`src/rtl/cpu_ctrl_pkg.sv`:
```
// Shared encodings for the multicycle CPU controller: state codes, datapath mux selects
// and the opcode/funct values the controller decodes.
package cpu_ctrl_pkg;

  typedef enum logic [4:0] {
    ST_RESET      = 5'd0,
    ST_FETCH      = 5'd1,
    ST_FETCH_WAIT = 5'd2,
    ST_DECODE     = 5'd3,
    ST_EXEC_R     = 5'd4,
    ST_EXEC_I     = 5'd5,
    ST_WB_R       = 5'd6,
    ST_WB_I       = 5'd7,
    ST_MEM_ADDR   = 5'd8,
    ST_LD_WAIT    = 5'd9,
    ST_LD_WB      = 5'd10,
    ST_ST         = 5'd11,
    ST_BRANCH     = 5'd12,
    ST_JUMP       = 5'd13,
    ST_EXC_SAVE   = 5'd14,
    ST_EXC_JUMP   = 5'd15
  } state_e;

  localparam logic [2:0] ALU_PASS_A = 3'd0, ALU_ADD = 3'd1, ALU_SUB = 3'd2, ALU_AND = 3'd3;
  localparam logic [1:0] SRCA_PC = 2'd0, SRCA_A = 2'd1;
  localparam logic [2:0] SRCB_B = 3'd0, SRCB_FOUR = 3'd1, SRCB_IMM = 3'd2, SRCB_IMM_SH2 = 3'd3;
  localparam logic [2:0] PCSRC_ALU = 3'd0, PCSRC_ALUOUT = 3'd1, PCSRC_JUMP = 3'd2, PCSRC_EXC = 3'd3;
  localparam logic [2:0] IORD_PC = 3'd0, IORD_ALUOUT = 3'd1;
  localparam logic [1:0] REGDST_RT = 2'd0, REGDST_SP = 2'd1, REGDST_RD = 2'd3;
  localparam logic [2:0] M2R_ALUOUT = 3'd0, M2R_MDR = 3'd1, M2R_SP_INIT = 3'd3;
  localparam logic [1:0] EXC_ILLEGAL = 2'd0, EXC_OVERFLOW = 2'd1;

  localparam logic [5:0] OP_RTYPE = 6'h00, OP_J = 6'h02, OP_BEQ = 6'h04, OP_BNE = 6'h05;
  localparam logic [5:0] OP_ADDI = 6'h08, OP_LW = 6'h23, OP_SW = 6'h2B;
  localparam logic [5:0] FN_ADD = 6'h20, FN_SUB = 6'h22, FN_AND = 6'h24;

  function automatic logic is_legal(input logic [5:0] opcode, input logic [5:0] funct);
    case (opcode)
      OP_RTYPE: return (funct == FN_ADD) || (funct == FN_SUB) || (funct == FN_AND);
      OP_ADDI, OP_LW, OP_SW, OP_BEQ, OP_BNE, OP_J: return 1'b1;
      default: return 1'b0;
    endcase
  endfunction

endpackage

```
`src/rtl/mc_ctrl_fsm_if.sv`:
```
// Controller <-> datapath bundle: instruction fields and ALU flags in, control strobes out.
interface mc_ctrl_fsm_if;
  logic [5:0] opcode;
  logic [5:0] funct;
  logic       overflow;
  logic       zero;

  logic       pc_write, pc_write_cond, branch_ne, mem_write, ir_write, reg_write;
  logic       a_write, b_write, mdr_load, epc_write, aluout_write;
  logic [1:0] reg_dst, alu_src_a, exc_cause;
  logic [2:0] alu_src_b, alu_op, pc_source, mem_to_reg, iord;
  logic [4:0] state_out;

  modport ctrl (
    input  opcode, funct, overflow, zero,
    output pc_write, pc_write_cond, branch_ne, mem_write, ir_write, reg_write,
           a_write, b_write, mdr_load, epc_write, aluout_write,
           reg_dst, alu_src_a, exc_cause, alu_src_b, alu_op, pc_source,
           mem_to_reg, iord, state_out
  );

  modport dp (
    output opcode, funct, overflow, zero,
    input  pc_write, pc_write_cond, branch_ne, mem_write, ir_write, reg_write,
           a_write, b_write, mdr_load, epc_write, aluout_write,
           reg_dst, alu_src_a, exc_cause, alu_src_b, alu_op, pc_source,
           mem_to_reg, iord, state_out
  );
endinterface

```
`src/rtl/mem_wait_ctr.sv`:
```
// Loadable down-counter that times memory latency; done is high while the count is zero.
module mem_wait_ctr #(
  parameter int W = 3
) (
  input  logic         clk,
  input  logic         reset,
  input  logic         load,
  input  logic [W-1:0] load_val,
  output logic         done
);

  logic [W-1:0] count_q, count_d;

  always_comb begin
    count_d = count_q;
    if (load)
      count_d = load_val;
    else if (count_q != '0)
      count_d = count_q - W'(1);
  end

  always_ff @(posedge clk) begin
    if (reset) count_q <= '0;
    else       count_q <= count_d;
  end

  assign done = (count_q == '0);

endmodule

```
`src/rtl/mc_ctrl_fsm.sv`:
```
// Multicycle CPU control FSM: Moore decode of the state register (plus latency counter)
// into datapath control strobes and mux selects.
module mc_ctrl_fsm
  import cpu_ctrl_pkg::*;
#(
  parameter int MEM_WAIT = 2,
  parameter int EXC_EN   = 1
) (
  input logic          clk,
  input logic          reset,
  mc_ctrl_fsm_if.ctrl  bus
);

  localparam logic [2:0] FETCH_LOAD = 3'((MEM_WAIT > 0) ? MEM_WAIT - 1 : 0);
  localparam logic [2:0] LD_LOAD    = 3'(MEM_WAIT);

  state_e     state_q, state_d;
  logic       ctr_load, ctr_done;
  logic [2:0] ctr_val;
  logic       legal;

  assign legal    = is_legal(bus.opcode, bus.funct);
  assign ctr_load = (state_q == ST_FETCH) || (state_q == ST_MEM_ADDR);
  assign ctr_val  = (state_q == ST_FETCH) ? FETCH_LOAD : LD_LOAD;

  mem_wait_ctr #(.W(3)) u_wait (
    .clk      (clk),
    .reset    (reset),
    .load     (ctr_load),
    .load_val (ctr_val),
    .done     (ctr_done)
  );

  // IR is held stable through an instruction, so the exception cause is recovered from it:
  // a legal instruction can only trap on overflow.
  always_comb begin
    state_d           = state_q;
    bus.pc_write      = 1'b0;
    bus.pc_write_cond = 1'b0;
    bus.branch_ne     = 1'b0;
    bus.mem_write     = 1'b0;
    bus.ir_write      = 1'b0;
    bus.reg_write     = 1'b0;
    bus.a_write       = 1'b0;
    bus.b_write       = 1'b0;
    bus.mdr_load      = 1'b0;
    bus.epc_write     = 1'b0;
    bus.aluout_write  = 1'b0;
    bus.reg_dst       = REGDST_RT;
    bus.alu_src_a     = SRCA_PC;
    bus.alu_src_b     = SRCB_B;
    bus.alu_op        = ALU_PASS_A;
    bus.pc_source     = PCSRC_ALU;
    bus.mem_to_reg    = M2R_ALUOUT;
    bus.iord          = IORD_PC;
    bus.exc_cause     = EXC_ILLEGAL;
    bus.state_out     = state_q;

    case (state_q)
      ST_RESET: begin
        bus.reg_write  = 1'b1;
        bus.reg_dst    = REGDST_SP;
        bus.mem_to_reg = M2R_SP_INIT;
        state_d        = ST_FETCH;
      end
      ST_FETCH: begin
        bus.pc_write  = 1'b1;
        bus.alu_src_b = SRCB_FOUR;
        bus.alu_op    = ALU_ADD;
        bus.ir_write  = (MEM_WAIT == 0);
        state_d       = (MEM_WAIT == 0) ? ST_DECODE : ST_FETCH_WAIT;
      end
      ST_FETCH_WAIT: begin
        bus.ir_write = ctr_done;
        if (ctr_done) state_d = ST_DECODE;
      end
      ST_DECODE: begin
        bus.a_write      = 1'b1;
        bus.b_write      = 1'b1;
        bus.aluout_write = 1'b1;
        bus.alu_src_b    = SRCB_IMM_SH2;
        bus.alu_op       = ALU_ADD;
        if (!legal)
          state_d = (EXC_EN != 0) ? ST_EXC_SAVE : ST_FETCH;
        else begin
          case (bus.opcode)
            OP_RTYPE:       state_d = ST_EXEC_R;
            OP_ADDI:        state_d = ST_EXEC_I;
            OP_LW, OP_SW:   state_d = ST_MEM_ADDR;
            OP_BEQ, OP_BNE: state_d = ST_BRANCH;
            default:        state_d = ST_JUMP;
          endcase
        end
      end
      ST_EXEC_R: begin
        bus.alu_src_a    = SRCA_A;
        bus.aluout_write = 1'b1;
        case (bus.funct)
          FN_SUB:  bus.alu_op = ALU_SUB;
          FN_AND:  bus.alu_op = ALU_AND;
          default: bus.alu_op = ALU_ADD;
        endcase
        state_d = ((EXC_EN != 0) && bus.overflow && (bus.funct != FN_AND)) ? ST_EXC_SAVE : ST_WB_R;
      end
      ST_EXEC_I: begin
        bus.alu_src_a    = SRCA_A;
        bus.alu_src_b    = SRCB_IMM;
        bus.alu_op       = ALU_ADD;
        bus.aluout_write = 1'b1;
        state_d = ((EXC_EN != 0) && bus.overflow) ? ST_EXC_SAVE : ST_WB_I;
      end
      ST_WB_R: begin
        bus.reg_write = 1'b1;
        bus.reg_dst   = REGDST_RD;
        state_d       = ST_FETCH;
      end
      ST_WB_I: begin
        bus.reg_write = 1'b1;
        state_d       = ST_FETCH;
      end
      ST_MEM_ADDR: begin
        bus.alu_src_a    = SRCA_A;
        bus.alu_src_b    = SRCB_IMM;
        bus.alu_op       = ALU_ADD;
        bus.aluout_write = 1'b1;
        state_d = (bus.opcode == OP_LW) ? ST_LD_WAIT : ST_ST;
      end
      ST_LD_WAIT: begin
        bus.iord     = IORD_ALUOUT;
        bus.mdr_load = ctr_done;
        if (ctr_done) state_d = ST_LD_WB;
      end
      ST_LD_WB: begin
        bus.reg_write  = 1'b1;
        bus.mem_to_reg = M2R_MDR;
        state_d        = ST_FETCH;
      end
      ST_ST: begin
        bus.mem_write = 1'b1;
        bus.iord      = IORD_ALUOUT;
        state_d       = ST_FETCH;
      end
      ST_BRANCH: begin
        bus.pc_write_cond = 1'b1;
        bus.branch_ne     = (bus.opcode == OP_BNE);
        bus.alu_src_a     = SRCA_A;
        bus.alu_op        = ALU_SUB;
        bus.pc_source     = PCSRC_ALUOUT;
        state_d           = ST_FETCH;
      end
      ST_JUMP: begin
        bus.pc_write  = 1'b1;
        bus.pc_source = PCSRC_JUMP;
        state_d       = ST_FETCH;
      end
      ST_EXC_SAVE: begin
        bus.epc_write = 1'b1;
        bus.alu_src_b = SRCB_FOUR;
        bus.alu_op    = ALU_SUB;
        bus.exc_cause = legal ? EXC_OVERFLOW : EXC_ILLEGAL;
        state_d       = ST_EXC_JUMP;
      end
      ST_EXC_JUMP: begin
        bus.pc_write  = 1'b1;
        bus.pc_source = PCSRC_EXC;
        bus.exc_cause = legal ? EXC_OVERFLOW : EXC_ILLEGAL;
        state_d       = ST_FETCH;
      end
      default: state_d = ST_RESET;
    endcase

    // Architectural writes are suppressed while reset is held so each fires exactly once.
    if (reset) begin
      bus.ir_write  = 1'b0;
      bus.mem_write = 1'b0;
      bus.reg_write = 1'b0;
    end
  end

  always_ff @(posedge clk) begin
    if (reset) state_q <= ST_RESET;
    else       state_q <= state_d;
  end

endmodule
```
`src/flat_wrapper.sv`:
```
// flat-port wrapper written by rule: the top's interface ports become plain ports
module mc_ctrl_fsm_flat import cpu_ctrl_pkg::*;
#(
  parameter int MEM_WAIT = 2,
  parameter int EXC_EN   = 1
)
  (clk, reset, bus_opcode, bus_funct, bus_overflow, bus_zero, bus_pc_write, bus_pc_write_cond, bus_branch_ne, bus_mem_write, bus_ir_write, bus_reg_write, bus_a_write, bus_b_write, bus_mdr_load, bus_epc_write, bus_aluout_write, bus_reg_dst, bus_alu_src_a, bus_exc_cause, bus_alu_src_b, bus_alu_op, bus_pc_source, bus_mem_to_reg, bus_iord, bus_state_out);
  mc_ctrl_fsm_if bus_i ();
  input logic clk;
  input logic reset;
  input wire logic [$bits(bus_i.opcode)-1:0] bus_opcode;
  input wire logic [$bits(bus_i.funct)-1:0] bus_funct;
  input wire logic [$bits(bus_i.overflow)-1:0] bus_overflow;
  input wire logic [$bits(bus_i.zero)-1:0] bus_zero;
  output wire logic [$bits(bus_i.pc_write)-1:0] bus_pc_write;
  output wire logic [$bits(bus_i.pc_write_cond)-1:0] bus_pc_write_cond;
  output wire logic [$bits(bus_i.branch_ne)-1:0] bus_branch_ne;
  output wire logic [$bits(bus_i.mem_write)-1:0] bus_mem_write;
  output wire logic [$bits(bus_i.ir_write)-1:0] bus_ir_write;
  output wire logic [$bits(bus_i.reg_write)-1:0] bus_reg_write;
  output wire logic [$bits(bus_i.a_write)-1:0] bus_a_write;
  output wire logic [$bits(bus_i.b_write)-1:0] bus_b_write;
  output wire logic [$bits(bus_i.mdr_load)-1:0] bus_mdr_load;
  output wire logic [$bits(bus_i.epc_write)-1:0] bus_epc_write;
  output wire logic [$bits(bus_i.aluout_write)-1:0] bus_aluout_write;
  output wire logic [$bits(bus_i.reg_dst)-1:0] bus_reg_dst;
  output wire logic [$bits(bus_i.alu_src_a)-1:0] bus_alu_src_a;
  output wire logic [$bits(bus_i.exc_cause)-1:0] bus_exc_cause;
  output wire logic [$bits(bus_i.alu_src_b)-1:0] bus_alu_src_b;
  output wire logic [$bits(bus_i.alu_op)-1:0] bus_alu_op;
  output wire logic [$bits(bus_i.pc_source)-1:0] bus_pc_source;
  output wire logic [$bits(bus_i.mem_to_reg)-1:0] bus_mem_to_reg;
  output wire logic [$bits(bus_i.iord)-1:0] bus_iord;
  output wire logic [$bits(bus_i.state_out)-1:0] bus_state_out;
  assign bus_i.opcode = bus_opcode;
  assign bus_i.funct = bus_funct;
  assign bus_i.overflow = bus_overflow;
  assign bus_i.zero = bus_zero;
  assign bus_pc_write = bus_i.pc_write;
  assign bus_pc_write_cond = bus_i.pc_write_cond;
  assign bus_branch_ne = bus_i.branch_ne;
  assign bus_mem_write = bus_i.mem_write;
  assign bus_ir_write = bus_i.ir_write;
  assign bus_reg_write = bus_i.reg_write;
  assign bus_a_write = bus_i.a_write;
  assign bus_b_write = bus_i.b_write;
  assign bus_mdr_load = bus_i.mdr_load;
  assign bus_epc_write = bus_i.epc_write;
  assign bus_aluout_write = bus_i.aluout_write;
  assign bus_reg_dst = bus_i.reg_dst;
  assign bus_alu_src_a = bus_i.alu_src_a;
  assign bus_exc_cause = bus_i.exc_cause;
  assign bus_alu_src_b = bus_i.alu_src_b;
  assign bus_alu_op = bus_i.alu_op;
  assign bus_pc_source = bus_i.pc_source;
  assign bus_mem_to_reg = bus_i.mem_to_reg;
  assign bus_iord = bus_i.iord;
  assign bus_state_out = bus_i.state_out;
  mc_ctrl_fsm #(.MEM_WAIT(MEM_WAIT), .EXC_EN(EXC_EN)) u_core (.clk(clk), .reset(reset), .bus(bus_i));
endmodule
```
`config.mk`:
```
export PLATFORM = sky130hd
export DESIGN_NAME = mc_ctrl_fsm_flat
export DESIGN_NICKNAME = d
export VERILOG_FILES = /design/src/rtl/cpu_ctrl_pkg.sv /design/src/rtl/mc_ctrl_fsm_if.sv /design/src/rtl/mem_wait_ctr.sv /design/src/rtl/mc_ctrl_fsm.sv /design/src/flat_wrapper.sv
export SDC_FILE = /design/constraint.sdc
export NUM_CORES = 1
export LEC_CHECK = 0
export CORE_MARGIN = 3
export CORE_UTILIZATION = 35
export DETAILED_ROUTE_END_ITERATION = 8
export HOLD_SLACK_MARGIN = 0.15
export PLACE_DENSITY = 0.85
export SETUP_SLACK_MARGIN = 0.1
export SKIP_CTS_REPAIR_TIMING = 1
export SYNTH_ARGS = -nofsm -noshare
export SYNTH_HDL_FRONTEND = slang
export SYNTH_HIERARCHICAL = 1
export SYNTH_SLANG_ARGS = --single-unit
```
`constraint.sdc`:
```
create_clock -name clk -period 1.89 [get_ports clk]
set_clock_uncertainty 0.15 [all_clocks]
set_input_delay 0.2835 -clock clk [delete_from_list [all_inputs] [get_ports clk]]
set_output_delay 0.2835 -clock clk [all_outputs]
set_load 0.005 [all_outputs]
```
* Word level (Yosys, flattened, before mapping)
Cells that the tools add are included.
Storage, ports and cells: register bits 8, input port bits 16, output and inout port bits 37, word-level logic and storage cells 89
Cells by class: add/subtract/negate cells 1, eq/ne operators 27, mux-type cells 35, reductions and logical operators 24
Operator list (count):
- one-hot mux 5 bit (9 select lines) | 1
- equality test 5 x 4 -> 1 bit, second input constant | 8
- equality test 6 bit, second input constant | 5
- equality test 5 x 3 -> 1 bit, second input constant | 4
- 2-to-1 mux 1 bit | 16
- one-hot mux 4 bit (4 select lines) | 1
- OR reduction 4 bit | 4
- 2-to-1 mux 5 bit | 3
- OR reduction 2 bit | 7
- equality test 6 x 3 -> 1 bit, second input constant | 2
- one-hot mux 2 bit (2 select lines) | 3
- one-hot mux 2 bit (3 select lines) | 2
- equality test 5 x 2 -> 1 bit, second input constant | 2
- one-hot mux 3 bit (3 select lines) | 1
- 2-to-1 mux 4 bit | 2
- OR reduction 8 bit | 1
- equality test 6 x 2 -> 1 bit, second input constant | 1
- equality test 6 x 4 -> 1 bit, second input constant | 1
- logical NOT 6 bit | 1
- 2-to-1 mux 2 bit | 3
- 2-to-1 mux 3 bit | 2
- != test 6 bit, second input constant | 1
- OR reduction 6 bit | 1
- equality test 5 x 1 -> 1 bit, second input constant | 1
- 11 further kinds | 14

* Longest topological paths before layout
depth in word-level cells 6, depth in mapped cells 8, mapped depth without buffers 8

* Hierarchy
The synthesis kept the hierarchy.
Modules (own cells, without submodules):
- mc_ctrl_fsm | times used 1, cells an instance 115, area each 777.0 um2, sequential area each 80.1 um2
- mem_wait_ctr | times used 1, cells an instance 22, area each 206.4 um2, sequential area each 60.1 um2

* Worst setup path after synthesis
Ideal clock, no wire load.
kind reg-to-reg, start point register u_core.state_q[3] (netlist: u_core/bus.state_out[3]), end point register u_core.u_wait.count_q[0], library setup time 0.112 ns, arrival 1.573 ns, data required time 1.628 ns, setup slack 0.055 ns, cell stages (with the launch flop) 6, path buffers 1, period minus slack after synthesis 1.835 ns, path through dfxtp_1 > clkbuf_1 > nand2_1 > a21oi_1 > nor2b_1 > a2111oi_1
Between the ends: word-level cells in the longest chain between the ends 3, elaborated cells on any way between the ends 6, classes of those cells eq/ne (2); mux (2); reduce/logical (2)
Ends and longest elaborated chain:
- from (decl) | RTL line mc_ctrl_fsm.sv:17 | state_e state_q, state_d;
- from (signal assigned) | RTL line mc_ctrl_fsm.sv:182 | else state_q <= state_d;
- equality test 5 x 1 -> 1 bit or equality test 5 x 4 -> 1 bit (tied branches) | RTL line mc_ctrl_fsm.sv:23 | assign ctr_load = (state_q == ST_FETCH) || (state_q == ST_MEM_ADDR);
- logical OR 1 bit * | RTL line mc_ctrl_fsm.sv:23
- via u_core.ctr_load | RTL line mc_ctrl_fsm.sv:18 | logic ctr_load, ctr_done;
- 2-to-1 mux 3 bit or nonzero test 2 bit (tied branches)
- to (signal assigned) | RTL line mem_wait_ctr.sv:24 | else count_q <= count_d;
- to (decl) | RTL line mem_wait_ctr.sv:12 | logic [W-1:0] count_q, count_d;
Mark *: on every way through the listed nets, which the timed path passes. The rest lies on a longest branch. A chain may end at the register's enable or synchronous reset.

* Worst setup path after layout
start point input port bus_funct[4], end point output port bus_exc_cause[0]
Between the ends: word-level cells in the longest chain between the ends 6, elaborated cells on any way between the ends 8, classes of those cells eq/ne (3); mux (3); reduce/logical (2)
Ends and longest elaborated chain:
- from (decl) | RTL line flat_wrapper.sv:12 | input wire logic [$bits(bus_i.funct)-1:0] bus_funct;
- equality test 6 bit | RTL line cpu_ctrl_pkg.sv:39 | OP_RTYPE: return (funct == FN_ADD) || (funct == FN_SUB) || (funct == FN_AND);
- logical OR 1 bit | RTL line cpu_ctrl_pkg.sv:39
- logical OR 1 bit * | RTL line cpu_ctrl_pkg.sv:39
- one-hot mux 1 bit (2 select lines) * | RTL line cpu_ctrl_pkg.sv:38 | case (opcode)
- 2-to-1 mux 1 bit * | RTL line mc_ctrl_fsm.sv:160, mc_ctrl_fsm.sv:166
- 2-to-1 mux 2 bit *
- to (decl) | RTL line flat_wrapper.sv:28 | output wire logic [$bits(bus_i.exc_cause)-1:0] bus_exc_cause;
Mark *: on every way between the ends. The rest lies on a longest branch, timed or not.

==> metrics.yaml <==
r2r_cells: 9
min_from: "bus_opcode[1]"
pwr-share-comb: 0.844
power.density_nw_per_um2: 1350
critPathCaptureType: "primary output"
internal_power_mw: 1.59
hpwl_um: 2810
rows: 18
drc: 0
cap_violations: 0
layout_setup_ws_ps: -321
cts_tree: "built"
synth-async-reset-ratio: 0
worstPathRequired_ps: 1460
cpLargestDelayFamily: "simple AND/OR/NAND/NOR gates"
cp_cell_sequence: "buf_6, nor4b_4, buf_4, nand2_4, or4_4, o21ai_2, and4_1, buf_2"
p_sw_mw: 1.31
rsz0062_at_grt: "true"
finalHoldViolations: 0
grt_max_degree: 12
path_clk_slew_ps: 60
antenna_found_initial: 0
r2r_start: "u_core/u_wait/count_q[1]"
yosys_warnings: 6
clockPowerShare: 0.053
num_vias: 1595
synth_area_per_cell_um2: 7.18
placed_area_um2: 1770
wl_per_cell_um: 19.5
initial_utilization: 0.383
drt_iter0_markers: 126
yosysUniqueCellTypes: 50
min_path_type: "in -> reg"
grt_pass1_vias: 1336
synth_edf_count: 0
final_core_util: 0.836
via_per_inst: 5.93
dieArea_um2: 3480
critical_path_arrival_ps: 1780
ys_ff_latch: 7
die_w_um: 59.0
fin_nets: 258
final.min_clock_period_ps: 2210
ant_nets: 0
cellLeakagePower_nw: 1.20
yosysSeqAreaShare: 0.142
layout-drive-gt1-share: 0.590
htreeDepth: 1
crit_fanout: 2
numPortBuffers: 42
numCtsBuffers: 3
slew_viol_final: 0
outcome: "finished, violations left"
clk_path_buf_depth: 2
syn2layout_area_growth_pct: 118
max_freq_mhz: 452
crit_slowest_cell: "or4_4"
routed_wl_um: 5240
finalSetupViolations: 9
final_design_area_no_fill_um2: 2150
switching_share: 0.451
insertedDiodeCount: 0
grt.total_usage: 0.203
overflow: 0
grt_pass1_wl_um: 5620
violations: "negative setup slack"
ioPinCount: 53
min_to: "u_core/bus.state_out[0]"
clockRootBuffer: "clkbuf_4"
startpoint_type: "input port"
seq_power_share: 0.103
fp.dieH_um: 59.0
first_pass_iters: 4
syn-instance-count: 137
cts_num_sinks: 7
gp_congestion: 0.951
vdd_ir_drop_max_v: 0.00120
hold_path_depth: 4
slowest_delay_ps: 520
netlist_area_um2: 983
core_um2: 2570
crit_buf_inv: 3
critPathKind: "in -> out"
pre_cts_slack_ps: -878
r2r_end: "u_core/bus.state_out[2]"
fillers: 123
regToRegSetupSlack_ps: -20
synth_ff_type: "dfxtp_1"
finalCritPeriodShare: 1.17
clk_latency_ps: 260
[power groups by stage]
stage / Combinational, mW / Clock [mW] / Sequential (mW)
finish: 2.44 / 0.152 / 0.298
global route: 2.55 / 0.166 / 0.302
CTS: 1.79 / 0.153 / 0.270
detailed placement: 1.76 / 0 / 0.272
global placement: 1.70 / 0 / 0.267
floorplan: 0.782 / 0 / 0.256
[kinds of logic (layout without fill, tap and decap cells)]
kind of cell / count (synthesis) / count (layout) / synth area share
buffers and inverters: 27 / 120 / 0.144
adder cells (fa/ha/maj): 2 / 2 / 0.0254
XOR/XNOR: 4 / 4 / 0.0356
AO/OA/AOI/OAI: 38 / 38 / 0.267
AND/OR/NAND/NOR: 58 / 58 / 0.382
flip-flops: 7 / 7 / 0.142
other: 1 / 10 / 0.00381
[cell type report]
cell class	count	area [um^2]	area share
sequential	7	153	0.0711
tap	30	37.5	0.0175
timing repair buffer	106	906	0.422
clock buffer	3	22.5	0.0105
multi-input combinational	112	985	0.459
inverter	10	37.5	0.0175
clock inverter	1	5.00	0.00233
[stage by stage]
step	power, mW	setup TNS, ps	instances	hold WS, ps
floorplan	1.04	0	146	201
detailed placement	2.04	-4320	252	453
finish	2.89	-651	269	413
CTS	2.21	-9780	256	466
global placement	1.96	-3590	252	442
global route	3.02	-1090	269	410
[layer usage]
metal / vias up / wire, um / global-route usage
met5: - / 0 / 0
met4: 0 / 217 / 0.0583
met3: 35 / 497 / 0.0501
met2: 143 / 2660 / 0.345
met1: 735 / 1860 / 0.253
li1: 682 / - / -
[how the worst max path moves through the flow]
| stage | from | to | cells after the start |
|---|---|---|---|
| floorplan | bus_funct[0] | bus_exc_cause[0] | 5 |
| global placement | bus_funct[0] | bus_exc_cause[0] | 7 |
| detailed placement | bus_funct[0] | bus_exc_cause[0] | 7 |
| CTS | bus_funct[0] | bus_exc_cause[0] | 7 |
| global route | bus_funct[4] | bus_exc_cause[0] | 8 |
| finish | bus_funct[4] | bus_exc_cause[0] | 8 |
[cells in the mapped netlist, types with 2 or more instances]
| cell type | n | area, um^2 |
|---|---|---|
| or2_1 | 3 | 18.8 |
| and3_1 | 3 | 18.8 |
| inv_2 | 2 | 7.51 |
| a21oi_1 | 12 | 60.1 |
| xnor2_1 | 3 | 26.3 |
| a211oi_1 | 3 | 22.5 |
| nor2b_1 | 7 | 43.8 |
| dfxtp_1 | 7 | 140 |
| inv_1 | 8 | 30.0 |
| ha_1 | 2 | 25.0 |
| nand2b_1 | 6 | 37.5 |
| nand3b_1 | 2 | 15.0 |
| o22ai_1 | 5 | 31.3 |
| nor2_1 | 11 | 41.3 |
| clkbuf_1 | 5 | 18.8 |
| a2111oi_1 | 2 | 20.0 |
| nor4b_1 | 3 | 26.3 |
| o31ai_1 | 2 | 15.0 |
| buf_2 | 2 | 10.0 |
| buf_4 | 10 | 75.1 |
| nand2_1 | 5 | 18.8 |
| o22a_1 | 2 | 17.5 |
| nor3_1 | 3 | 15.0 |
| a31oi_1 | 3 | 18.8 |
[state kept, by name, summed over array words and instances (netlist names)]
name,cells
u_core/bus.state_out,4
u_core/u_wait/count_q,3
[cells in the final DEF (no fill, tap or decap), types with 2 or more instances in the layout]
cell / Yosys / layout
a2111oi_2: 0 / 2
a211oi_1: 3 / 2
a21oi_1: 12 / 9
a21oi_2: 0 / 2
a31oi_1: 3 / 2
and3_1: 3 / 3
buf_2: 2 / 11
buf_4: 10 / 52
buf_6: 0 / 12
clkbuf_2: 0 / 8
clkbuf_4: 0 / 3
clkdlybuf4s50_1: 0 / 4
conb_1: 1 / 10
dfxtp_1: 7 / 3
dfxtp_4: 0 / 3
dlymetal6s2s_1: 0 / 18
inv_1: 8 / 4
inv_2: 2 / 6
nand2_1: 5 / 4
nand2b_1: 6 / 3
nand2b_4: 0 / 4
nand3b_1: 2 / 2
nor2_1: 11 / 6
nor2_4: 1 / 6
nor2b_1: 7 / 5
nor3_2: 0 / 2
nor4b_4: 1 / 4
o22a_1: 2 / 2
o22ai_1: 5 / 2
o22ai_2: 0 / 3
or2_4: 0 / 3
xnor2_1: 3 / 2
[worst min-delay path, delay by kind of cell]
| kind | cells | cell delay (ps) |
|---|---|---|
| and+or+nand+nor | 2 | 270 |
| AOI/OAI and AO/OA | 1 | 130 |
| buffers and inverters | 1 | 110 |
Power figures use the tool's default switching activity.
